$ cat src/rtl/uart_rx_ctrl.sv
// uart_rx_ctrl: receive-side bit controller for the UART RX path.
// Synchronises the serial line and qualifies the start bit. Mid-bit sampling
// is timed from an oversample tick. Each data/parity sample goes to a SIPO
// register with a one-cycle shift strobe. Parity and the stop bit are checked
// on the fly.
//
// Optional build macro: UART_RX_MAJORITY_EN
//   defined   - each sample point is a 2-of-3 majority of rx_s at counts S-2, S-1, S
//   undefined - single sample of rx_s at count S
//
// Ports:
//   CLK         system clock
//   RST         asynchronous reset, active-high
//   RX_in       raw serial line, idle high, asynchronous to CLK
//   tick        oversample enable, one-CLK pulse, OVERSAMPLE per bit
//   sample_bit  last sampled data/parity bit, held between strobes
//   shift       one-CLK strobe, sample_bit valid
//   busy        high whenever the controller is not idle
//   done        one-CLK pulse at the end of every completed frame
//   parity_err  parity result of the last completed frame
//   frame_err   stop bit of the last completed frame was sampled low
module uart_rx_ctrl #(
    parameter int unsigned OVERSAMPLE = 16,
    parameter int unsigned DATA_BITS  = 8,
    parameter bit          PARITY_ODD = 1'b0
) (
    input  logic CLK,
    input  logic RST,
    input  logic RX_in,
    input  logic tick,
    output logic sample_bit,
    output logic shift,
    output logic busy,
    output logic done,
    output logic parity_err,
    output logic frame_err
);

    localparam int unsigned CNT_W = $clog2(OVERSAMPLE);
    localparam int unsigned BIT_W = $clog2(DATA_BITS + 1);
    localparam logic [CNT_W-1:0] CNT_HALF = CNT_W'(OVERSAMPLE / 2 - 1);
    localparam logic [CNT_W-1:0] CNT_LAST = CNT_W'(OVERSAMPLE - 1);
    localparam logic [BIT_W-1:0] BIT_LAST = BIT_W'(DATA_BITS - 1);

    typedef enum logic [2:0] {
        S_IDLE,
        S_START,
        S_DATA,
        S_PARITY,
        S_STOP,
        S_BREAK
    } state_t;

    state_t           state;
    logic [CNT_W-1:0] cnt;
    logic [BIT_W-1:0] bitcnt;
    logic             par;
    logic             perr;
    logic [1:0]       sync;
    logic             rx_s;
    logic             rx_v;

    // Two-flop synchroniser; resets to idle-high so reset release never looks like a start bit
    always_ff @(posedge CLK or posedge RST) begin
        if (RST) begin
            sync <= 2'b11;
        end else begin
            sync <= {sync[0], RX_in};
        end
    end

    assign rx_s = sync[1];

`ifdef UART_RX_MAJORITY_EN
    // The two previous tick samples; consecutive ticks inside a bit are counts S-2 and S-1
    logic [1:0] hist;

    always_ff @(posedge CLK or posedge RST) begin
        if (RST) begin
            hist <= 2'b11;
        end else if (tick) begin
            hist <= {hist[0], rx_s};
        end
    end

    assign rx_v = (hist[1] & hist[0]) | (hist[1] & rx_s) | (hist[0] & rx_s);
`else
    assign rx_v = rx_s;
`endif

    // Frame sequencer with registered strobes and status
    always_ff @(posedge CLK or posedge RST) begin
        if (RST) begin
            state      <= S_IDLE;
            cnt        <= '0;
            bitcnt     <= '0;
            par        <= 1'b0;
            perr       <= 1'b0;
            sample_bit <= 1'b0;
            shift      <= 1'b0;
            busy       <= 1'b0;
            done       <= 1'b0;
            parity_err <= 1'b0;
            frame_err  <= 1'b0;
        end else begin
            shift <= 1'b0;
            done  <= 1'b0;
            if (tick) begin
                case (state)
                    S_IDLE: begin
                        cnt <= '0;
                        if (!rx_s) begin
                            state <= S_START;
                            busy  <= 1'b1;
                        end
                    end
                    S_START: begin
                        if (cnt == CNT_HALF) begin
                            cnt <= '0;
                            if (rx_v) begin
                                // line back high at mid start bit: treat as noise
                                state <= S_IDLE;
                                busy  <= 1'b0;
                            end else begin
                                state  <= S_DATA;
                                bitcnt <= '0;
                                par    <= 1'b0;
                            end
                        end else begin
                            cnt <= cnt + CNT_W'(1);
                        end
                    end
                    S_DATA: begin
                        if (cnt == CNT_LAST) begin
                            cnt        <= '0;
                            sample_bit <= rx_v;
                            shift      <= 1'b1;
                            par        <= par ^ rx_v;
                            bitcnt     <= bitcnt + BIT_W'(1);
                            if (bitcnt == BIT_LAST) begin
                                state <= S_PARITY;
                            end
                        end else begin
                            cnt <= cnt + CNT_W'(1);
                        end
                    end
                    S_PARITY: begin
                        if (cnt == CNT_LAST) begin
                            cnt        <= '0;
                            sample_bit <= rx_v;
                            shift      <= 1'b1;
                            perr       <= rx_v ^ par ^ PARITY_ODD;
                            state      <= S_STOP;
                        end else begin
                            cnt <= cnt + CNT_W'(1);
                        end
                    end
                    S_STOP: begin
                        if (cnt == CNT_LAST) begin
                            cnt        <= '0;
                            done       <= 1'b1;
                            parity_err <= perr;
                            frame_err  <= ~rx_v;
                            // a low stop bit parks in BREAK so a held-low line cannot retrigger
                            state      <= rx_v ? S_IDLE : S_BREAK;
                            busy       <= ~rx_v;
                        end else begin
                            cnt <= cnt + CNT_W'(1);
                        end
                    end
                    S_BREAK: begin
                        cnt <= '0;
                        if (rx_s) begin
                            state <= S_IDLE;
                            busy  <= 1'b0;
                        end
                    end
                    default: begin
                        state <= S_IDLE;
                        busy  <= 1'b0;
                        cnt   <= '0;
                    end
                endcase
            end
        end
    end

endmodule

$ cat config.mk
export PLATFORM = sky130hd
export DESIGN_NAME = uart_rx_ctrl
export DESIGN_NICKNAME = d
export VERILOG_FILES = /design/src/rtl/uart_rx_ctrl.sv
export SDC_FILE = /design/constraint.sdc
export NUM_CORES = 1
export LEC_CHECK = 0
export CORE_ASPECT_RATIO = 0.9
export CORE_MARGIN = 2
export CORE_UTILIZATION = 45
export DETAILED_ROUTE_END_ITERATION = 16
export SLEW_MARGIN = 20
export SYNTH_ARGS = -nofsm -noshare
export SYNTH_HDL_FRONTEND = slang
export SYNTH_SLANG_ARGS = --single-unit
$ cat constraint.sdc
create_clock -name CLK -period 5.3 [get_ports CLK]
set_input_delay 1.325 -clock CLK [delete_from_list [all_inputs] [get_ports CLK]]
set_output_delay 1.325 -clock CLK [all_outputs]
set_load 0.05 [all_outputs]
* After elaboration in Yosys (flattened, before gate mapping)
Index checks and enable logic that the tools add are counted.
Storage, ports and cells: register bits after elaboration 21, logic and storage cells 74, output and inout bits 6
Operators by class: reductions and logical operators 10, bitwise operators 3, muxes and demuxes 31, add/sub/neg operators 2, equal/unequal tests 16
Operator list (count):
- $mux W3 | 8
- $mux W4 | 5
- $pmux W3 S6 | 1
- $ne A2 B2 Y1 const B | 8
- $pmux W4 S2 | 2
- $mux W1 | 12
- $reduce_and A5 Y1 | 2
- $reduce_and A3 Y1 | 3
- $add A4 B1 Y4 const B | 2
- $eq A4 B3 Y1 const B | 2
- $reduce_and A8 Y1 | 1
- $eq A3 B2 Y1 const B | 2
- $eq A3 B3 Y1 const B | 2
- $pmux W1 S5 | 1
- $eq A4 B4 Y1 const B | 1
- $eq A3 B1 Y1 const B | 1
- $logic_not A3 Y1 | 1
- $reduce_or A3 Y1 | 1
- $mux W2 | 1
- $not A1 Y1 | 2
- $pmux W1 S2 | 1
- $reduce_bool A2 Y1 | 1
- $reduce_or A2 Y1 | 1
- $xor A1 B1 Y1 | 1

* Longest topological paths before layout
Gate-level depths: netlist (run 1).
depth after elaboration 4, gate-level depth with buffers 7, depth with buffers taken out 5

* Worst setup path before layout (run 1)
OpenSTA, ideal clock, no wires.
path kind input port to flip-flop, from in tick, to reg cnt[3], library setup time 0.083 ns, cell stages on the path 5, path buffers 1, data arrival time 2.254 ns, required time 5.217 ns, slack 2.964 ns, cells stage by stage buf_2 > clkinv_1 > or3_1 > a22o_1 > o21ai_0
RTL lines:
- start: declaration | RTL line 30 | input logic tick,
- end signal: assignment | RTL line 130 | cnt <= cnt + CNT_W'(1);
- end signal: assignment | RTL line 144 | cnt <= cnt + CNT_W'(1);
- end signal: assignment | RTL line 155 | cnt <= cnt + CNT_W'(1);
- end: declaration | RTL line 55 | logic [CNT_W-1:0] cnt;

* Final worst setup path (run 1)
from reg busy, to out busy
RTL lines:
- start: declaration | RTL line 33 | output logic busy,
- start signal: assignment | RTL line 166 | busy <= ~rx_v;
No word-level cell between the ends.

==> flow_summary.json, run 1 <==
{
  "synth_top_area_cell": "dfrtp_1",
  "cp_top_family": "buffers and inverters",
  "synth-edff-count": 0,
  "slew_headroom_pct": 49.1,
  "hold_depth": 0,
  "grt_max_degree": 22,
  "irDropWorstVdd_v": 0.000233,
  "ys_ff_latch": 21,
  "vias": 863,
  "cts_tree": "done",
  "syn_inst": 112,
  "area_growth_pct": 9.36,
  "num_rows": 17,
  "start_util_pct": 46.7,
  "timing.critical_path.buf_inv": 1,
  "die_area_um2": 2910,
  "chipHeight_um": 51.4,
  "track_usage_pct": 16.5,
  "power_density_nw_per_um2": 407,
  "status": "completed",
  "crit_type": "flop to output pin",
  "clockBufferDepth": 2,
  "reg2reg_depth": 5,
  "dp_hpwl_um": 1430,
  "synth.distinct_cells": 43,
  "hold_start": "sync[0]",
  "drt_iter0_drc": 28,
  "rsz0062_at_grt": "no",
  "avgSynthCellArea_um2": 10.0,
  "fmax_ghz": 0.360,
  "htreeDepth": 1,
  "fin_util_pct": 51.1,
  "netlist_area_um2": 1120,
  "syn_nets": 118,
  "ant_nets": 0,
  "ys_seq_area_share_pct": 47.0,
  "io_pins": 10,
  "crit_required_ps": 3970,
  "cpPeakStageDelay_ps": 800,
  "crit_path_cell_trace": "clkdlybuf4s50_1",
  "timing.rr.start": "cnt[0]",
  "gp_congestion": 0.794,
  "synthTopCellsByArea": "dfrtp_1 (42%), mux2_2 (5.0%), dfstp_2 (4.7%)",
  "period_needed_ps": 2780,
  "arrival_ps": 1450,
  "timing.rr.end": "bitcnt[0]",
  "min_period_over_period_pct": 52.4,
  "setup-violations-final": 0,
  "synth_ff_type": "dfrtp_1",
  "clock_sinks": 21,
  "wl_um": 2030,
  "crit_slowest_cell": "clkdlybuf4s50_1",
  "diodes": 0,
  "rrSetupSlack_ps": 3440,
  "crit_start": "busy",
  "postCtsHoldBufs": 0,
  "slew_violations": 0,
  "route.detailed.drc": 0,
  "die_w_um": 56.6,
  "layout-drive-gt1-share_pct": 10.3,
  "setup.worst_path.end_class": "output pin",
  "cts.clk_slew.worst_paths_ps": 110,
  "synth_top_area_share_pct": 42.4,
  "post_cts_buffers": 0,
  "drv_cap": 0,
  "p_leak_nw": 0.518,
  "antenna_found_initial": 0,
  "drt-vias-per-instance": 5.95,
  "worstHoldEndpoint": "sync[1]",
  "core_um2": 2400,
  "wl_per_cell_um": 14.0,
  "final_common_cell": "dfrtp_1",
  "ys_warn_count": 0,
  "start_kind": "flop",
  "cts_root_buffer": "clkbuf_4",
  "cts_buffers": 3,
  "dr.pass1.iters": 4,
  "worstMarginPinSlew_ps": 763,
  "clock_skew_ps": 2.45,
  "worstPathMaxFanout": 2,
  "finalHoldViolCount": 0,
  "grt_pass1_wl_um": 3680,
  "grt_pass1_vias": 810,
  "hold_path_class": "flop to flop",
  "final_cell_mix": "dfrtp_1 (19), nand2_1 (9), clkdlybuf4s50_1 (9)",
  "cts_resized": 0,
  "clock_latency_ps": 300,
  "async_flop_share_pct": 100,
  "fin_nets": 124,
  "tns_ps": 0,
  "overflow": 0,
  "io_buffers": 9
}
## cells by family after synthesis
| logic type | Yosys count | share of synthesized area [%] |
|---|---|---|
| fa+ha+maj | 2 | 2.23 |
| compound gates | 32 | 19.5 |
| mux | 6 | 5.91 |
| flops | 21 | 47.0 |
| xor+xnor | 2 | 1.56 |
| simple gates | 37 | 18.3 |
| buf+inv | 12 | 5.46 |
## cell usage after synthesis, types with 3 or more instances
cell       number
a21oi_1         6
nor2_1          5
o21ai_0         7
buf_2           4
dfrtp_1        19
nand3_1         5
o2bb2ai_1       3
a22o_1          3
inv_1           3
mux2_2          5
nand2_1         9
and3_1          3
## final cells by class
class | instances | area (um2)
fill | 227 | 1180
clock buffer | 4 | 26.3
inverter | 4 | 15.0
tap | 28 | 35.0
sequential | 21 | 528
multi-input combinational | 79 | 533
timing repair buffer | 9 | 90.1
## stage by stage
step | hold WS, ps | instances | power (mW) | setup WS (ps) | instance area [um2]
after detailed placement | 347 | 141 | 0.428 | 2220 | 1200
after global routing | 373 | 145 | 0.547 | 2450 | 1230
after floorplan | 345 | 112 | 0.388 | 2960 | 1120
after global placement | 345 | 141 | 0.426 | 2300 | 1200
final | 362 | 145 | 0.500 | 2520 | 1230
after CTS | 365 | 145 | 0.505 | 2500 | 1230
## metal layers
| layer | GRT usage, % | share of wire [%] |
|---|---|---|
| met5 | 0 | 0 |
| met4 | 4.76 | 0.84 |
| met3 | 4.56 | 3.8 |
| met2 | 25.6 | 45 |
| met1 | 22.6 | 51 |
## flip-flops by register name, indices dropped and copies added, names as in the netlist
name        count
bitcnt          4
busy            1
cnt             4
done            1
frame_err       1
par             1
parity_err      1
perr            1
sample_bit      1
shift           1
state           3
sync            2
## worst max path at each step
| stage | to | cells past startpoint |
|---|---|---|
| after floorplan | cnt[3] | 5 |
| after CTS | busy | 1 |
| after global placement | cnt[3] | 5 |
| after global routing | cnt[3] | 5 |
| final | busy | 1 |
| after detailed placement | cnt[3] | 5 |
## where the power goes
part	switching, mW	internal [mW]	total [mW]
Sequential	0.0413	0.202	0.243
Combinational	0.0978	0.0842	0.182
Clock	0.0452	0.0293	0.0745
No activity file was read; power rests on OpenSTA's default activity.
==> run 2: changes to the inputs <==
- PLACE_DENSITY: unset -> 0.67
- clock period: 5.3 -> 2.5 ns (I/O delays scaled with it)
==> flow_summary.json, run 2 (synthesis gave the netlist of run 1 again) <==
{
  "final_cell_mix": "dfrtp_1 (19), nand2_1 (9), clkdlybuf4s50_1 (9)",
  "route.detailed.drc": 0,
  "period_needed_ps": 2100,
  "crit_slowest_cell": "clkdlybuf4s50_1",
  "fin_cells": 147,
  "setup-violations-final": 0,
  "crit_type": "flop to output pin",
  "setup.worst_path.end_class": "output pin",
  "cts.clk_slew.worst_paths_ps": 120,
  "worstPathMaxFanout": 2,
  "dr.pass1.iters": 4,
  "final_common_cell": "dfrtp_1",
  "crit_required_ps": 1880,
  "place_ws_ps": 364,
  "start_util_pct": 46.7,
  "grt_max_degree": 22,
  "htreeDepth": 1,
  "chipHeight_um": 51.4,
  "switching_power_mw": 0.398,
  "hold_depth": 0,
  "slew_headroom_pct": 65.9,
  "cts_resized": 0,
  "diodes": 0,
  "cp.depth": 1,
  "die_w_um": 56.6,
  "clock_sinks": 21,
  "comb_power_share_pct": 36.5,
  "start_kind": "flop",
  "io_pins": 10,
  "internal_power_mw": 0.669,
  "rsz0062_at_grt": "no",
  "tns_ps": 0,
  "cts_root_buffer": "clkbuf_4",
  "ant_nets": 0,
  "drt_iter0_drc": 20,
  "status": "completed",
  "antenna_found_initial": 0,
  "layout-drive-gt1-share_pct": 12.6,
  "wl_per_cell_um": 14.5,
  "drv_cap": 0,
  "worstHoldEndpoint": "sync[1]",
  "cts_tree": "done",
  "p_sw_share_pct": 37.3,
  "drt-vias-per-instance": 5.89,
  "arrival_ps": 1470,
  "irDropWorstVdd_v": 0.000406,
  "clock_skew_ps": 7.02,
  "reg2reg_depth": 5,
  "dp_hpwl_um": 1520,
  "postCtsHoldBufs": 0,
  "io_buffers": 9,
  "hold_start": "sync[0]",
  "overflow": 0,
  "cp_top_family": "buffers and inverters",
  "fin_total_pwr_mw": 1.07,
  "clock_latency_ps": 300,
  "die_area_um2": 2910,
  "num_rows": 17,
  "clkPwrFrac_pct": 15.1,
  "track_usage_pct": 16.7,
  "whs_ps": 363,
  "largestRegisters": "bitcnt x4, cnt x4, state x3",
  "placed_cells": 143,
  "clockBufferDepth": 2,
  "gp_congestion": 0.822,
  "grt_pass1_wl_um": 3750,
  "cpPeakStageDelay_ps": 800,
  "fillers": 226,
  "crit_path_cell_trace": "clkdlybuf4s50_1",
  "fin_nets": 126,
  "finalHoldViolCount": 0,
  "final_area_um2": 1240,
  "timing.rr.end": "bitcnt[0]",
  "worstMarginPinSlew_ps": 509,
  "core_um2": 2400,
  "post_cts_buffers": 0,
  "fmax_ghz": 0.476,
  "slew_violations": 0,
  "rrSetupSlack_ps": 670,
  "vias": 866,
  "timing.critical_path.buf_inv": 1,
  "grt_pass1_vias": 823,
  "fin_util_pct": 51.7,
  "wl_um": 2130,
  "p_seq_share_pct": 48.5,
  "postLayoutSetupSlackWorst_ps": 401,
  "timing.rr.start": "cnt[0]",
  "power_density_nw_per_um2": 858,
  "p_leak_nw": 0.530,
  "placedInstanceArea_um2": 1220,
  "cts_buffers": 3,
  "hold_path_class": "flop to flop",
  "area_growth_pct": 10.8,
  "min_period_over_period_pct": 84.0
}
-- run 2: power groups by stage --
stage	registers [mW]	clock network [mW]	logic (mW)
global placement	0.519	0	0.384
floorplan	0.545	0	0.277
detailed placement	0.524	0	0.391
finish	0.517	0.161	0.389
global route	0.535	0.182	0.434
CTS	0.517	0.171	0.392
-- run 2: worst max-delay path by stage --
stage | endpoint | from | slack (ps)
floorplan | busy | cnt[0] | 780
global placement | cnt[3] | tick | 420
detailed placement | cnt[3] | tick | 360
CTS | busy | busy | 380
global route | busy | busy | 340
finish | busy | busy | 400
-- run 2: cell type report --
| class | count | area (um2) | area share [%] |
|---|---|---|---|
| inverters | 4 | 15.0 | 1.21 |
| flip-flops and latches | 21 | 528 | 42.5 |
| clock buffers | 3 | 22.5 | 1.81 |
| repair buffers | 11 | 105 | 8.45 |
| clock inverters | 1 | 5.00 | 0.402 |
| well taps | 28 | 35.0 | 2.82 |
| multi-input cells | 79 | 533 | 42.9 |
-- run 2: per-layer routing --
metal	wire, um	GRT usage (%)	up-vias	part of all wire, %
li1	-	-	423	-
met1	1040	23.2	421	49
met2	963	24.8	18	45
met3	88	3.04	4	4.1
met4	33	8.33	0	1.6
met5	0	0	-	0
